<file path="config.mk">
export PLATFORM = sky130hd
export DESIGN_NAME = reg_file
export DESIGN_NICKNAME = d
export VERILOG_FILES = /design/src/rtl/reg_file.sv
export SDC_FILE = /design/constraint.sdc
export NUM_CORES = 2
export LEC_CHECK = 0
export CAP_MARGIN = 20
export CORE_ASPECT_RATIO = 1.5
export CORE_MARGIN = 2
export CORE_UTILIZATION = 45
export CTS_CLUSTER_DIAMETER = 200
export DETAILED_ROUTE_END_ITERATION = 6
export PLACE_DENSITY_LB_ADDON = 0.08
export SYNTH_ARGS = -nofsm -noshare
export SYNTH_HDL_FRONTEND = slang
export SYNTH_SLANG_ARGS = --single-unit
</file>
<file path="constraint.sdc">
create_clock -name clk -period 6.9 [get_ports clk]
set_input_delay 2.07 -clock clk [delete_from_list [all_inputs] [get_ports clk]]
set_output_delay 2.07 -clock clk [all_outputs]
set_load 0.05 [all_outputs]
</file>
<file path="src/rtl/reg_file.sv">
// 32 x DATA_W register file with x0 hardwired to zero, async active-low reset, two combinational read ports.
// Optional same-cycle write-to-read forwarding when REG_FILE_WRITE_BYPASS_EN is defined.
module reg_file #(
  parameter int unsigned DATA_W   = 32,
  parameter int unsigned ADDR_W   = 5,
  parameter int unsigned NUM_REGS = 32
) (
  input  logic              clk,
  input  logic              rst_n,
  input  logic [ADDR_W-1:0] rs1_addr,
  input  logic [ADDR_W-1:0] rs2_addr,
  input  logic [ADDR_W-1:0] rd_addr,
  input  logic              wr_en,
  input  logic [DATA_W-1:0] wr_data,
  output logic [DATA_W-1:0] rs1_data,
  output logic [DATA_W-1:0] rs2_data
);

  // x0 has no storage; the bank starts at index 1.
  logic [DATA_W-1:0]   regs [1:NUM_REGS-1];
  logic [NUM_REGS-1:0] wr_sel;
  logic [DATA_W-1:0]   rs1_stored;
  logic [DATA_W-1:0]   rs2_stored;

  always_comb begin
    wr_sel = '0;
    for (int unsigned i = 1; i < NUM_REGS; i++) begin
      if (wr_en && (rd_addr == ADDR_W'(i))) wr_sel[i] = 1'b1;
    end
  end

  always_ff @(posedge clk or negedge rst_n) begin
    if (!rst_n) begin
      for (int unsigned i = 1; i < NUM_REGS; i++) regs[i] <= '0;
    end else begin
      for (int unsigned i = 1; i < NUM_REGS; i++) begin
        if (wr_sel[i]) regs[i] <= wr_data;
      end
    end
  end

  // Index 0 matches no bank entry, so it falls through to the zero default.
  always_comb begin
    rs1_stored = '0;
    rs2_stored = '0;
    for (int unsigned i = 1; i < NUM_REGS; i++) begin
      if (rs1_addr == ADDR_W'(i)) rs1_stored = regs[i];
      if (rs2_addr == ADDR_W'(i)) rs2_stored = regs[i];
    end
  end

`ifdef REG_FILE_WRITE_BYPASS_EN
  logic wr_live;

  // Forwarding is suppressed during reset so reads still show the cleared bank.
  assign wr_live  = rst_n && wr_en && (rd_addr != '0);
  assign rs1_data = (wr_live && (rd_addr == rs1_addr)) ? wr_data : rs1_stored;
  assign rs2_data = (wr_live && (rd_addr == rs2_addr)) ? wr_data : rs2_stored;
`else
  assign rs1_data = rs1_stored;
  assign rs2_data = rs2_stored;
`endif

endmodule
</file>
==> impl_metrics.json <==
{
  "hp-start": "regs[452]$_DFFE_PN0P_",
  "power_mw": 18.2,
  "ys_seq_elements": 992,
  "worst_slew_pin_slew_ns": 1.17,
  "largest_reg_flops": 992,
  "core_region_area_um2": 123000,
  "first_global_vias": 51131,
  "cp-end-kind": "output pin",
  "largest_registers": "regs x992",
  "wl_per_cell_um": 40.0,
  "grtUsageMet3": 0.117,
  "vias": 52367,
  "yosysWarnings": 0,
  "gr-usage-met1": 0.551,
  "critPathKind": "input pin to output pin",
  "gr-max-usage-layer": "met2",
  "fin_crit_sh": 1.02,
  "portBuffers": 113,
  "core.rowCount": 158,
  "cp_data_arrival_time_ns": 4.94,
  "synthDistinctLibCells": 90,
  "min-delay-path-class": "register to register",
  "grt_antenna_before_repair": 14,
  "cts_max_level": 3,
  "power.density_nw_per_um2": 269,
  "cp_max_fo": 18,
  "ir_worst_vdd_mv": 0.213,
  "r2r_setup_slack_ns": 5.92,
  "ant_nets": 0,
  "crit_start": "rs2_addr[3]",
  "clk_latency_ns": 0.75,
  "finalClockSkew_ns": 0,
  "worst-r2r-cell-count": 1,
  "synthCells": 5289,
  "outcome": "finished, violations left",
  "grt_usage": 0.458,
  "hold_violations": 0,
  "via_per_inst": 7.07,
  "rsz0062_at_grt": "true",
  "worst_slack_ns": -0.114,
  "whs_path_depth": 1,
  "fillers": 11023,
  "grt-ovfl-total": 0,
  "synth.top_cell.area_share": 0.446,
  "clkSlewWorstSetupHoldPaths_ns": 0.06,
  "synth-edff-count": 0,
  "cts.root.buffer_cell": "clkbuf_16",
  "r2r_start": "regs[267]$_DFFE_PN0P_",
  "area_growth_pct": 21.4,
  "die_x_um": 291,
  "initial_core_util": 0.452,
  "top_register": "regs",
  "dp_slack_ns": -0.608,
  "synth_ff_type": "dfrtp_1",
  "cts.sinks": 992,
  "hpwl_um": 216000,
  "synthesis.nets": 5339,
  "synth.most_common_cell": "mux2_2",
  "critPathLaunchType": "input pin",
  "grt_max_degree": 142,
  "avgSynthCellArea_um2": 10.5,
  "setup_viol": 10,
  "failed_checks": "design-rule violations, negative setup slack",
  "nNetsFinal": 5763,
  "grt_util_met2": 0.698,
  "synth.cell_area_um2": 55700,
  "cts_buffer_depth": 3,
  "firstDrtPassIters": 7,
  "grt_pass1_wl_um": 410000,
  "max_freq_ghz": 0.143,
  "drt_iter0_drc": 7219,
  "cts-buffers-inserted": 104,
  "fin_crit_ns": 7.01,
  "netlist_top_cells_area": "dfrtp_1 45%, mux2_2 21%, o21ai_0 3.8%",
  "maxCapViolCount": 0,
  "gp_congestion": 1.07,
  "critical_path_required_ns": 4.83,
  "drcViolationCount": 17,
  "synth_top_area_cell": "dfrtp_1",
  "finalWirelength_um": 297000,
  "die_area_um2": 127000,
  "fp.dieH_um": 435,
  "ys_top_cells_by_count": "1044 x mux2_2, 992 x dfrtp_1, 423 x o21ai_0",
  "io_pins": 114,
  "whs_ns": 0.514,
  "holdPathEnd": "regs[452]$_DFFE_PN0P_",
  "drv_slew": 0,
  "worstReg2RegEnd": "regs[267]$_DFFE_PN0P_",
  "maxSlewHeadroom": 0.217,
  "ys_seq_area_frac": 0.446,
  "cellLeakagePower_nw": 29.5,
  "drive_above_1_share": 0.376,
  "cts_tree": "done",
  "synthArstFlopShare": 1.00
}
repair_timing:
| item | CTS | global route |
|---|---|---|
| hold buffers | 0 | 0 |
| buffers inserted | 3 | 3 |
| gates resized for setup | 30 | 58 |
| endpoints found under the setup margin | 20 | 32 |
| gates cloned | 0 | 2 |
| pin swaps | 1 | 10 |
worst max-delay path, cell delays in order:
cell       delay (ns)
clkbuf_4         0.18
clkbuf_16        0.25
nor2b_1          0.17
buf_4            0.15
nand2_1          0.22
o221ai_1         0.18
a221oi_1         0.47
o21ai_0          0.21
buf_4            0.22
a21oi_1          0.33
o21ai_1          0.15
buf_4            0.17
buf_12           0.14
cell families (layout without fill, tap and decap cells):
logic type	count (synthesis)	count (layout)	synth area share
buffers and inverters	550	1060	0.0453
multiplexers	1204	1204	0.243
AND/OR/NAND/NOR	885	885	0.0759
AO/OA/AOI/OAI	1658	1658	0.191
other	0	7	0
flip-flops	992	992	0.446
metal layers:
layer	vias to the layer above	wire length [um]
met4	10	29500
met3	1263	30500
met1	26442	107000
li1	20763	-
met5	-	57
met2	3889	130000
worst max-delay path by stage:
stage,slack [ns],end
2_1_floorplan,0.24,rs1_data[16]
3_3_place_gp,-0.60,rs1_data[23]
3_5_place_dp,-0.61,rs1_data[23]
4_1_cts,-0.04,rs1_data[23]
5_1_grt,-0.03,rs1_data[16]
6_report,-0.11,rs2_data[16]
power by group:
part	switching (mW)	total, mW	internal, mW
Combinational	2.12	3.96	1.85
Sequential	1.22	8.18	6.96
Clock	2.64	6.05	3.40
cell usage in the layout (no fill, tap or decap), types with 22 or more instances in the layout:
master / count
buf_4: 654
a221oi_1: 43
a21oi_1: 360
dfrtp_1: 992
o21ai_0: 416
o22ai_1: 219
nand2b_1: 30
nor2_1: 258
a22oi_1: 122
a221o_1: 23
a31oi_1: 31
clkdlybuf4s50_1: 37
a211oi_1: 52
nand2_1: 260
buf_12: 131
nand4_1: 22
nand3_1: 61
mux2_2: 1044
o221ai_1: 49
clkbuf_16: 110
o211ai_1: 48
mux2i_1: 145
nor2b_1: 27
clkbuf_8: 28
nor3_1: 57
a21o_1: 26
a222oi_1: 22
a22o_1: 30
cell type report:
class / instances / area (um2) / area share
Multi-Input combinational cell: 3747 / 28900 / 0.427
Tap cell: 1600 / 2000 / 0.0296
Clock inverter: 41 / 482 / 0.00712
Sequential cell: 992 / 24800 / 0.367
Antenna cell: 7 / 17.5 / 0.000259
Timing Repair Buffer: 844 / 8220 / 0.122
Inverter: 24 / 92.6 / 0.00137
Clock buffer: 151 / 3110 / 0.0460
per-stage QoR:
stage / TNS [ns] / util / area, um2 / cells
after floorplan: 0 / - / 55700 / 5289
after global placement: -3.00 / 0.516 / 63500 / 7196
after detailed placement: -3.03 / 0.516 / 63600 / 7198
after CTS: -0.0385 / 0.547 / 67300 / 7393
after global routing: -0.0403 / 0.549 / 67600 / 7400
final: -0.362 / 0.549 / 67600 / 7406
Note: power is estimated with default switching activity, not from simulation.
